$ cat config.mk
export PLATFORM = sky130hd
export DESIGN_NAME = sram_burst_ctrl
export DESIGN_NICKNAME = d
export VERILOG_FILES = /design/src/rtl/sram_burst_ctrl.sv
export SDC_FILE = /design/constraint.sdc
export NUM_CORES = 1
export LEC_CHECK = 0
export ABC_CLOCK_PERIOD_IN_PS = 3900
export BUFFER_PORTS_ARGS = -buffer_cell sky130_fd_sc_hd__buf_2
export CAP_MARGIN = 5
export CORE_ASPECT_RATIO = 0.8
export CORE_MARGIN = 5
export CORE_UTILIZATION = 45
export CTS_BUF_LIST = sky130_fd_sc_hd__clkbuf_2
export DETAILED_ROUTE_END_ITERATION = 16
export PLACE_DENSITY = 0.74
export SYNTH_ARGS = -nofsm -noshare
export SYNTH_HDL_FRONTEND = slang
export SYNTH_SLANG_ARGS = --single-unit
$ cat constraint.sdc
create_clock -name clk -period 3.9 [get_ports clk]
set_input_delay 0.39 -clock clk [delete_from_list [all_inputs] [get_ports clk]]
set_output_delay 0.39 -clock clk [all_outputs]
set_load 0.02 [all_outputs]
$ cat src/rtl/sram_burst_ctrl.sv
// Burst controller for an asynchronous-style SRAM. It issues a run of consecutive
// word reads or writes, holding each strobe for ACCESS_CYC cycles with a turnaround gap between words.
//
//   state  | meaning
//   IDLE   | waiting for start with a non-zero length
//   ACCESS | one strobe held for ACCESS_CYC cycles on the current word
//   GAP    | both strobes low for one cycle; advance to the next word or finish
//   DONE   | io_done pulse, then back to IDLE
module sram_burst_ctrl #(
   parameter int ADDR_W     = 16,
   parameter int DATA_W     = 24,
   parameter int LEN_W      = 5,
   parameter int ACCESS_CYC = 2
) (
   input  logic              clk,
   input  logic              rst,
   input  logic              start,
   input  logic              writemode,
   input  logic [ADDR_W-1:0] i_address,
   input  logic [LEN_W-1:0]  i_len,
   input  logic [DATA_W-1:0] i_w_data,
   output logic              w_take,
   output logic [DATA_W-1:0] o_r_data,
   output logic              r_valid,
   output logic              busy,
   output logic              io_done,
   output logic              read_enable,
   output logic              write_enable,
   output logic [ADDR_W-1:0] address,
   output logic [DATA_W-1:0] w_data,
   input  logic [DATA_W-1:0] r_data
);

   localparam int CNT_W = 4;
   localparam logic [CNT_W-1:0] ACC_LOAD = CNT_W'(ACCESS_CYC - 1);

   typedef enum logic [1:0] {
      ST_IDLE,
      ST_ACCESS,
      ST_GAP,
      ST_DONE
   } state_t;

   state_t            state_q, state_d;
   logic [CNT_W-1:0]  cnt_q, cnt_d;
   logic [LEN_W-1:0]  left_q, left_d;
   logic              mode_q, mode_d;
   logic [ADDR_W-1:0] addr_q, addr_d;
   logic [DATA_W-1:0] wdata_q, wdata_d;
   logic [DATA_W-1:0] rdata_q, rdata_d;
   logic              rvalid_q, rvalid_d;

   always_ff @(posedge clk) begin
      if (rst) begin
         state_q  <= ST_IDLE;
         cnt_q    <= '0;
         left_q   <= '0;
         mode_q   <= 1'b0;
         addr_q   <= '0;
         wdata_q  <= '0;
         rdata_q  <= '0;
         rvalid_q <= 1'b0;
      end else begin
         state_q  <= state_d;
         cnt_q    <= cnt_d;
         left_q   <= left_d;
         mode_q   <= mode_d;
         addr_q   <= addr_d;
         wdata_q  <= wdata_d;
         rdata_q  <= rdata_d;
         rvalid_q <= rvalid_d;
      end
   end

   always_comb begin
      state_d  = state_q;
      cnt_d    = cnt_q;
      left_d   = left_q;
      mode_d   = mode_q;
      addr_d   = addr_q;
      wdata_d  = wdata_q;
      rdata_d  = rdata_q;
      rvalid_d = 1'b0;
      case (state_q)
         ST_IDLE: begin
            if (start && (i_len != '0)) begin
               mode_d  = writemode;
               addr_d  = i_address;
               left_d  = i_len;
               wdata_d = i_w_data;
               cnt_d   = ACC_LOAD;
               state_d = ST_ACCESS;
            end
         end
         ST_ACCESS: begin
            // cnt_q is the number of strobe cycles still to go after this one
            if (cnt_q == '0) begin
               left_d = left_q - LEN_W'(1);
               if (!mode_q) begin
                  rdata_d  = r_data;
                  rvalid_d = 1'b1;
               end
               state_d = ST_GAP;
            end else begin
               cnt_d = cnt_q - CNT_W'(1);
            end
         end
         ST_GAP: begin
            if (left_q == '0) begin
               state_d = ST_DONE;
            end else begin
               addr_d  = addr_q + ADDR_W'(1);
               wdata_d = i_w_data;
               cnt_d   = ACC_LOAD;
               state_d = ST_ACCESS;
            end
         end
         ST_DONE: begin
            state_d = ST_IDLE;
         end
         default: begin
            state_d = ST_IDLE;
         end
      endcase
   end

   assign busy         = (state_q != ST_IDLE);
   assign io_done      = (state_q == ST_DONE);
   assign read_enable  = (state_q == ST_ACCESS) && !mode_q;
   assign write_enable = (state_q == ST_ACCESS) && mode_q;
   assign w_take       = (state_q == ST_ACCESS) && mode_q && (cnt_q == ACC_LOAD);
   assign address      = addr_q;
   assign w_data       = wdata_q;
   assign o_r_data     = rdata_q;
   assign r_valid      = rvalid_q;

endmodule

==> parameters.txt <==
Parameter                              Value

Timing
  Final hold viol count    0
  Tcrit/Tclk final    69.43%
  Setup TNS Final    0 ps
  Unrepaired setup endpoints after global routing    false
  Skew final    35.94 ps
  Final Max Tran Viols    0
  Number of setup violations in the final report    0
  Max-slew headroom    22.08%
  Clock period minus worst slack    2708 ps
  Worst Tran Pin Value    1166 ps
  WHS    93.20 ps
  Highest clock rate    0.3693 GHz

Die
  Die X    112.2 µm
  Total I/O pin count    143
  Total Die Area    0.01029 mm²
  Starting density of the core    46.86%
  FP Rows    29
  Core area    0.008019 mm²
  Die Y    91.73 µm

Logic synthesis
  Post-synthesis share of cell area spent on and, or, nand and nor gates    20.18%
  Number of instances in the synthesized netlist    427
  Parity-gate share of the synthesized area counting xor and xnor cells    0%
  Number of distinct standard cells referenced by the synthesized netlist    60
  Sequential share of the synthesized area    41.03%
  Synth Area per Inst    8.799 µm²
  Number of flops mapped to enable cells by yosys    0
  Yosys reg bits    77
  Portion of synthesized cell area occupied by the leading cell type    41.03%
  Mapped Nets    505
  Dominant combinational cell family by area after synthesis    compound AO/OA/AOI/OAI gates
  Warnings, synthesis    0
  Dominant register cell in the synthesized netlist    dfxtp_1
  Top area cells in the synthesized netlist    dfxtp_1, mux2i_1, a21oi_1
  Area share of fa/ha/maj cells after synthesis    1.665%
  Dominant cell type by area after synthesis    dfxtp_1
  Fraction of synthesized area in multiplexers    6.693%
  Proportion of synthesized flip-flops having asynchronous set or reset    0%
  Area of the mapped netlist    0.003757 mm²
  Fraction of the mapped netlist area in compound gates    23.54%

Worst setup path
  Reg2reg setup slack    1190 ps
  Required @ worst endpoint    4240 ps
  Worst reg2reg path depth    6
  Startpoint type of the worst setup path    flop
  Crit path arrival time    3050 ps
  Worst reg2reg endpoint    address[11]
  Type of the worst setup path    flop to flop
  Maximum net fanout on the critical path    34
  Worst setup endpoint    address[11]
  Critical path origin    left_q[0]
  Critical register-to-register path startpoint    left_q[0]
  CP endpoint kind    flop

Placement
  Routability-driven placement congestion ratio    0.8368
  Detailed placer's ending HPWL    7.479 mm
  Quantity of I/O buffers inserted on ports    142
  Cell total after placement    644
  Cell area reported after detailed placement    0.004408 mm²

Final layout
  Post-route design area    0.004509 mm²
  Net count reported at finish    625
  Combined area of the multi-input logic cells    0.001957 mm²
  Number of non-filler instances in the completed layout    660
  Synth-to-Final Area Change    20.01%
  Number of antenna cells inserted    0
  Share of post-route cells with drive strength above 1    31.70%
  Sequential cell area in the final layout    0.001541 mm²
  Fillers    725
  Fin util    56.23%

CTS
  Library cell used as clock root buffer    clkbuf_2
  Postcts setup bufs    0
  Sink count of the clock tree    77
  Clk buf depth    2
  Clock latency reported for the late side of the worst-skew pair    500 ps
  TritonCTS clock tree    yes
  Number of H-tree branching levels    3
  Clock-pin transition on the worst setup and hold timing paths    250 ps
  Hold-fix buffers at CTS    0
  Clock buffers created by TritonCTS    9
  Post-CTS resize count    0

GRT
  Antenna violations before repair    0
  Overflow left after global routing    0
  Met3 Use GR    5.855%
  Most Crowded Layer GR    met2
  Global router's overall resource usage    19.94%
  GR met1 Demand/Resource    25.96%
  First-pass GRT wire length    17.28 mm
  Met2 routing resource usage after global routing    32.79%
  Vias in the first global route    3524
  Pin count of the biggest net entering global routing    64

Power and ir drop
  Leakage component of the power    2.076 nW
  Power per standard cell area    431.0 mW/mm²
  Worst supply voltage drop on vdd    0.0002138 V

Drt
  Via-per-instance ratio    5.609
  Number of DRC violations after detailed routing    0
  Number of DRC markers after the initial detailed-route iteration    318
  Vias after detailed routing    3702
  First-pass iteration count of the detailed router    6
  Total wire length    10.58 mm
  Number of nets with antenna violations after routing    0
  Post-detailed-route wirelength per cell    16.03 µm

Hold path
  Path category of the worst min-delay check    input pin to flop
  Worst hold start    i_w_data[0]

Job
  Max-Cap Viols    0

Status
  Outcome    completed
[layout by cell type (no fill, tap or decap), types with 5 or more instances in the layout]
| master | synthesis | layout |
|---|---|---|
| o32ai_1 | 9 | 9 |
| clkbuf_2 | 0 | 9 |
| nand2b_1 | 11 | 11 |
| a211oi_1 | 10 | 10 |
| a21oi_1 | 38 | 38 |
| buf_2 | 10 | 142 |
| nor2_1 | 42 | 42 |
| or3_1 | 7 | 7 |
| nand4_1 | 5 | 5 |
| ha_1 | 5 | 5 |
| a31oi_1 | 6 | 6 |
| o21ai_1 | 11 | 11 |
| nand2_1 | 13 | 13 |
| inv_1 | 10 | 10 |
| o21ai_0 | 17 | 17 |
| nand3_1 | 32 | 32 |
| mux2i_1 | 24 | 24 |
| nor3_1 | 6 | 6 |
| o211ai_1 | 6 | 6 |
| dfxtp_1 | 77 | 77 |
[Yosys cell counts, types with 5 or more instances]
cell type	number
nor3_1	6
ha_1	5
a211oi_1	10
o21ai_0	17
or3_1	7
nand2_1	13
a31oi_1	6
clkbuf_1	18
mux2i_1	24
nand4_1	5
nor2_1	42
buf_2	10
dfxtp_1	77
o32ai_1	9
inv_1	10
nand2b_1	11
o211ai_1	6
o21ai_1	11
a21oi_1	38
nand3_1	32
[worst min-delay path by stage]
stage	endpoint	cells past startpoint
global placement	w_data[17]	2
finish	w_data[0]	3
global route	w_data[0]	3
floorplan	left_q[1]	2
detailed placement	w_data[17]	2
CTS	w_data[0]	3
[power by group]
| part | internal [mW] | leakage (nW) | switching [mW] |
|---|---|---|---|
| registers | 0.872 | 0.631 | 0.0783 |
| clock network | 0.0896 | 0.0516 | 0.296 |
| logic | 0.234 | 1.39 | 0.373 |
| total | 1.20 | 2.08 | 0.748 |
[area by class of cell]
class | count | area share [%]
well taps | 108 | 2.997
clock buffers | 9 | 0.9989
multi-input cells | 303 | 43.40
flip-flops and latches | 77 | 34.18
clock inverters | 7 | 1.249
repair buffers | 145 | 16.26
inverters | 11 | 0.9157
[sequential cells by signal, indices dropped and copies added (netlist names)]
signal,flops
w_data,24
cnt_q,4
r_valid,1
left_q,5
address,16
o_r_data,24
state_q,2
mode_q,1
[kinds of logic (layout without fill, tap and decap cells)]
logic type / count (synthesis) / count (layout)
muxes: 25 / 25
and+or+nand+nor: 145 / 145
adders and majority gates: 5 / 5
buffers and inverters: 47 / 172
AOI/OAI and AO/OA: 128 / 128
DFF: 77 / 77
[through the flow]
step | power (mW) | setup WS [ps]
2_1_floorplan | 1.407 | 2070
3_3_place_gp | 1.557 | 1367
3_5_place_dp | 1.571 | 1217
4_1_cts | 1.965 | 1158
5_1_grt | 2.068 | 894.2
6_report | 1.944 | 1192
[worst max-delay path: stages (launching register included)]
cell and delay [ps]:
dfxtp_1 370, inv_1 100, ha_1 230, nor4b_1 420
nand2_1 800, nand2_1 470, o32ai_1 150
[layer usage]
layer,wire length [µm],share of wire [%],vias to the layer above
met1,4543,43,1706
met3,888,8.4,8
met5,0,0,-
met2,5041,48,170
met4,103,0.97,0
li1,-,-,1818
Note: power is estimated with default switching activity, not from simulation.
